`config.mk`:
```
export PLATFORM = sky130hd
export DESIGN_NAME = load_unit
export DESIGN_NICKNAME = d
export VERILOG_FILES = /design/src/rtl/load_unit.sv
export SDC_FILE = /design/constraint.sdc
export NUM_CORES = 1
export LEC_CHECK = 0
export ABC_AREA = 1
export CORE_MARGIN = 5
export CORE_UTILIZATION = 51
export CTS_CLUSTER_SIZE = 30
export DETAILED_ROUTE_END_ITERATION = 8
export PLACE_DENSITY = 0.81
export SETUP_SLACK_MARGIN = 0.15
export SYNTH_ARGS = -nofsm -noshare
export SYNTH_HDL_FRONTEND = slang
export SYNTH_SLANG_ARGS = --single-unit
```
`constraint.sdc`:
```
create_clock -name clk -period 2.3 [get_ports clk]
set_clock_uncertainty 0.15 [all_clocks]
set_input_delay 0.46 -clock clk [delete_from_list [all_inputs] [get_ports clk]]
set_output_delay 0.46 -clock clk [all_outputs]
set_load 0.02 [all_outputs]
```
`src/rtl/load_unit.sv`:
```
// load_unit
// Read-side data path for OPCODE_LOAD accesses. It takes one load request
// at a time, reads one or two aligned words from data memory, then picks out
// the addressed bytes (little-endian). The result is sign- or zero-extended
// to XLEN and handed to writeback. An access that crosses a word boundary
// is split into two reads, and the two words are merged.
//
// Ports
//   clk             rising-edge clock
//   rst_n           synchronous active-low reset
//   req_valid       load request present
//   req_ready       unit idle and able to accept a request
//   req_addr        byte address of the load
//   req_width       0=byte, 1=halfword, 2=word, 3=illegal
//   req_unsigned    1 zero-extends, 0 sign-extends (ignored for words)
//   mem_rd_valid    read command valid
//   mem_rd_ready    memory accepts the read command
//   mem_rd_addr     word-aligned read address
//   mem_rdata_valid read data beat returned
//   mem_rdata       read data word
//   resp_valid      load result valid
//   resp_ready      writeback consumes the result
//   resp_data       extended load result (0 on error)
//   resp_err        request had an illegal width
module load_unit #(
  parameter int XLEN = 32
) (
  input  logic            clk,
  input  logic            rst_n,
  input  logic            req_valid,
  output logic            req_ready,
  input  logic [XLEN-1:0] req_addr,
  input  logic [1:0]      req_width,
  input  logic            req_unsigned,
  output logic            mem_rd_valid,
  input  logic            mem_rd_ready,
  output logic [XLEN-1:0] mem_rd_addr,
  input  logic            mem_rdata_valid,
  input  logic [XLEN-1:0] mem_rdata,
  output logic            resp_valid,
  input  logic            resp_ready,
  output logic [XLEN-1:0] resp_data,
  output logic            resp_err
);

  typedef enum logic [2:0] {
    IDLE  = 3'd0,
    RD0   = 3'd1,
    WAIT0 = 3'd2,
    RD1   = 3'd3,
    WAIT1 = 3'd4,
    RESP  = 3'd5
  } state_t;

  state_t          state;
  state_t          next_state;

  logic [XLEN-1:0] addr_q;
  logic [1:0]      width_q;
  logic            unsigned_q;
  logic [XLEN-1:0] word0_q;
  logic [XLEN-1:0] word1_q;

  logic [3:0]        nbytes;
  logic              split;
  logic              illegal;
  logic [XLEN-1:0]   word_addr;
  logic [2*XLEN-1:0] shifted;
  logic [XLEN-1:0]   raw;
  logic [XLEN-1:0]   merged;

  // Access size and split detection all come from the captured request.
  always_comb begin
    nbytes = 4'd4;
    case (width_q)
      2'd0:    nbytes = 4'd1;
      2'd1:    nbytes = 4'd2;
      default: nbytes = 4'd4;
    endcase
  end

  assign illegal   = (width_q == 2'd3);
  assign split     = ({2'b00, addr_q[1:0]} + nbytes) > 4'd4;
  assign word_addr = {addr_q[XLEN-1:2], 2'b00};

  // The concatenation {word1, word0} lets one shift serve aligned and split
  // accesses. For an unsplit access, word1 only fills bytes above nbytes,
  // and the extension step discards those bytes.
  assign shifted = {word1_q, word0_q} >> {addr_q[1:0], 3'b000};
  assign raw     = shifted[XLEN-1:0];

  always_comb begin
    merged = raw;
    case (width_q)
      2'd0:    merged = {{(XLEN-8){~unsigned_q & raw[7]}}, raw[7:0]};
      2'd1:    merged = {{(XLEN-16){~unsigned_q & raw[15]}}, raw[15:0]};
      default: merged = raw;
    endcase
  end

  // State register.
  always_ff @(posedge clk) begin
    if (!rst_n) begin
      state <= IDLE;
    end else begin
      state <= next_state;
    end
  end

  // Next-state logic. IDLE deliberately ignores mem_rdata_valid. As a
  // result, a beat still in flight when a reset aborts a load is dropped.
  always_comb begin
    next_state = state;
    case (state)
      IDLE: begin
        if (req_valid) begin
          next_state = (req_width == 2'd3) ? RESP : RD0;
        end
      end
      RD0: begin
        if (mem_rd_ready) next_state = WAIT0;
      end
      WAIT0: begin
        if (mem_rdata_valid) next_state = split ? RD1 : RESP;
      end
      RD1: begin
        if (mem_rd_ready) next_state = WAIT1;
      end
      WAIT1: begin
        if (mem_rdata_valid) next_state = RESP;
      end
      RESP: begin
        if (resp_ready) next_state = IDLE;
      end
      default: next_state = IDLE;
    endcase
  end

  // Output logic. The read address comes only from registered state.
  // It therefore holds steady while a command waits for mem_rd_ready.
  // The second read wraps naturally at the top of the address space.
  always_comb begin
    req_ready    = 1'b0;
    mem_rd_valid = 1'b0;
    mem_rd_addr  = '0;
    resp_valid   = 1'b0;
    resp_err     = 1'b0;
    resp_data    = '0;
    case (state)
      IDLE: req_ready = 1'b1;
      RD0: begin
        mem_rd_valid = 1'b1;
        mem_rd_addr  = word_addr;
      end
      RD1: begin
        mem_rd_valid = 1'b1;
        mem_rd_addr  = word_addr + XLEN'(4);
      end
      RESP: begin
        resp_valid = 1'b1;
        resp_err   = illegal;
        resp_data  = illegal ? '0 : merged;
      end
      default: ;
    endcase
  end

  // Request capture and data beats. word1 is cleared on capture, so an
  // unsplit load never carries bytes left over from an earlier load.
  always_ff @(posedge clk) begin
    if (!rst_n) begin
      addr_q     <= '0;
      width_q    <= '0;
      unsigned_q <= 1'b0;
      word0_q    <= '0;
      word1_q    <= '0;
    end else begin
      if (state == IDLE && req_valid) begin
        addr_q     <= req_addr;
        width_q    <= req_width;
        unsigned_q <= req_unsigned;
        word0_q    <= '0;
        word1_q    <= '0;
      end
      if (state == WAIT0 && mem_rdata_valid) word0_q <= mem_rdata;
      if (state == WAIT1 && mem_rdata_valid) word1_q <= mem_rdata;
    end
  end

endmodule

```
==> summary.md <==
| Metric | Value |
|---|---|
| R2R setup slack | `-0.05 ns` |
| Clk pin slew, worst setup/hold paths | `0.08 ns` |
| Largest cells by area after synthesis | `dfxtp_1, nand2_1, nand3_1` |
| CP endpoint kind | `output pin` |
| Total Nets Final | `1378` |
| Ys flop type | `dfxtp_1` |
| Layout cells sized above 1 | `37.1%` |
| Hold_buf cts | `0` |
| Hold Worst Slack | `0.339 ns` |
| Antenna diodes | `0` |
| Cell mode on critical path | `nand2_2` |
| Top cells by count, synth | `nand2_1, nand3_1, inv_1, a21oi_1, dfxtp_1` |
| Final setup TNS | `-6.35 ns` |
| DR iter-0 viols | `1274` |
| Via density | `6.24` |
| Overflow after GRT | `0` |
| Most used routing layer | `met2` |
| CP Launch Type | `flop` |
| CTS sink count | `94` |
| GRT Total Usage | `35.4%` |
| Cell Chain, Critical Path | `ha_4 > inv_2 > nor2_4 > nand3_4 > nor3_4 > buf_4 > nand2_2 > nand2_2 > nor2_2 > buf_6` |
| CTS Buf Count | `9` |
| Final period util | `116%` |
| CTS Buffer Depth | `2` |
| Root buffer cell | `clkbuf_16` |
| Yosys top cell area share | `30.4%` |
| Clock network fraction of total power | `15.8%` |
| Top-Level Pins | `141` |
| Site Rows | `40` |
| Setup CP Type | `reg2out` |
| Clk_lat worst skew | `0.36 ns` |
| Worst Tran Pin Value | `0.678 ns` |
| Port bufs | `138` |
| Placer Congestion | `0.980` |
| Max incr delay on CP | `0.37 ns` |
| Routed WL per cell | `21.1 um` |
| R2R depth | `10` |
| Net switching power | `4.80 mW` |
| Max IR drop VDD | `0.000642 V` |
| Mean Syn Cell Area | `5.96 um2` |
| Die height | `120 um` |
| Outcome | `finished with violations` |
| DP HPWL | `17.8 mm` |
| Initial Util | `51.8%` |
| Tmin final | `2.67 ns` |
| Failing checks | `setup timing` |
| Die X | `120 um` |
| Vias post-DR | `9063` |
| Hold Path Stages | `2` |
| Top-count cell post-synth | `nand2_1` |
| Slew headroom | `54.4%` |
| Internal power | `5.21 mW` |
| Max Slew Vio Count | `0` |
| DRT Pass-1 Iters | `8` |
| Largest net degree at the start of global routing | `58` |
| CTS tree | `done` |
| Max Fclk | `0.375 GHz` |
| H-tree depth | `3` |
| First-pass GRT wire length | `40.6 mm` |
| Full die area | `0.0145 mm2` |
| Routed WL | `30.6 mm` |
| Crit path required time | `1.69 ns` |
| M1 GR Usage | `41.5%` |
| Sw frac | `48.0%` |
| Critical Path AT | `2.06 ns` |
| Register area share after synthesis | `30.4%` |
| Number of synthesized flops with an enable pin | `0` |
| Leak Pwr | `4.52 nW` |
| Fraction of registers with async set/reset | `0%` |
| Vias in the first global route | `7784` |
| RSZ-0062 raised after global routing | `true` |
| Syn Inst Count | `1040` |
| Yosys cell types | `30` |
| Hold WC Path Type | `reg2reg` |
| Core footprint | `0.0120 mm2` |
| Worst-path maximum fanout | `4` |
| Cell taking the most area after synthesis | `dfxtp_1` |
| DRC errors left | `0` |
| Combinational share of power | `60.3%` |
| Final Hold Viols | `0` |
| ANT nets after route | `0` |
| Initial antenna violation count | `1` |
| Layout area overhead | `68.1%` |
| Power density over the cells | `961 mW/mm2` |
| Slowest-stage cell, CP | `dfxtp_2` |
| GR Util met2 | `61.7%` |
| Met3 usage | `5.99%` |
| Final setup violation count | `55` |
| Mapped Area | `0.00620 mm2` |
| Yosys warnings | `0` |
| Number of synthesized register bits | `94` |
| Post-route setup slack | `-0.365 ns` |
| PnR Total Power | `10.0 mW` |
| Max-Cap Viols | `0` |
| Sequential share of power | `23.9%` |
-- through the flow --
step	util (%)	worst slack [ns]	std cells	area [um2]
after floorplan	-	0.160	1041	6200
after global placement	72.2	-0.271	1407	8640
after detailed placement	72.2	-0.315	1407	8640
after CTS	81.0	-0.0902	1439	9690
after global routing	87.1	-0.392	1453	10400
final	87.1	-0.365	1453	10400
-- layout by cell type (no fill, tap or decap), types with 3 or more instances in the layout --
cell / netlist / layout
nand2_4: 1 / 24
dfxtp_4: 0 / 14
clkbuf_16: 0 / 13
buf_4: 9 / 156
nor2_4: 2 / 29
o22ai_1: 16 / 16
buf_12: 0 / 10
nor3_2: 0 / 3
nand3_4: 1 / 8
inv_4: 1 / 5
buf_6: 3 / 65
nor2_2: 2 / 11
dfxtp_2: 0 / 10
o211ai_1: 7 / 7
clkinv_8: 0 / 4
a21oi_2: 0 / 16
buf_8: 0 / 4
inv_2: 5 / 13
dfxtp_1: 94 / 70
a21oi_4: 0 / 4
nand3_1: 140 / 115
a21oi_1: 102 / 82
inv_1: 124 / 110
nand2_2: 3 / 34
inv_6: 0 / 3
o21ai_1: 4 / 20
o21ai_0: 92 / 48
clkdlybuf4s50_1: 0 / 72
nor2_1: 73 / 37
nand3_2: 2 / 21
nand4_1: 20 / 20
o21ai_2: 0 / 28
nand2_1: 269 / 214
-- final timing paths --
path / startpoint / endpoint
worst max-delay path: addr_q[2] / mem_rd_addr[18]
worst min-delay path: word1_q[2] / word1_q[2]
worst max register to register: state[1] / addr_q[20]
worst min register to register: word1_q[2] / word1_q[2]
-- state kept, by name (all words and copies together) (netlist names) --
| register | flops |
|---|---|
| unsigned_q | 1 |
| state | 3 |
| word1_q | 24 |
| word0_q | 32 |
| width_q | 2 |
| addr_q | 32 |
-- worst max-delay path, delay by kind of cell (launching register included) --
family                     cells  cell delay [ns]
buffers and inverters          3             0.34
DFF                            1             0.37
and+or+nand+nor                6             0.80
adders and majority gates      1             0.17
-- kinds of logic (layout without fill, tap and decap cells) --
group,Yosys count,in the layout,synth area share [%]
AO/OA/AOI/OAI,223,223,18.7
adder cells (fa/ha/maj),4,4,0.929
flip-flops,94,94,30.4
buffers and inverters,197,461,13.5
other,1,2,0.0605
AND/OR/NAND/NOR,520,521,36.4
XOR/XNOR,1,1,0.141
-- timing repair --
item / in CTS / in global routing
endpoints found under the setup margin: 66 / 66
setup buffers: 13 / 10
pin swaps: 46 / 65
resized for setup: 585 / 172
cloned: 3 / 4
-- power by group through the flow --
stage / Combinational [mW] / Clock (mW) / Sequential [mW]
final: 6.04 / 1.58 / 2.39
after global routing: 6.37 / 1.66 / 2.41
after CTS: 5.10 / 1.58 / 2.28
after detailed placement: 4.57 / 0 / 2.23
after global placement: 4.51 / 0 / 2.23
after floorplan: 2.59 / 0 / 2.19
-- layout make-up --
type / instances / area [um2]
clock inverter: 7 / 91.3
fill: 671 / 1540
multi-input combinational: 751 / 4450
tap: 147 / 184
clock buffer: 9 / 225
timing repair buffer: 315 / 3010
sequential: 94 / 1950
inverter: 130 / 513
-- routing by layer --
layer,wire length (um),vias up
met2,14400,740
met5,23,-
met1,10300,4127
met3,3250,254
li1,-,3940
met4,2550,2
(Power assumes the default switching activity.)
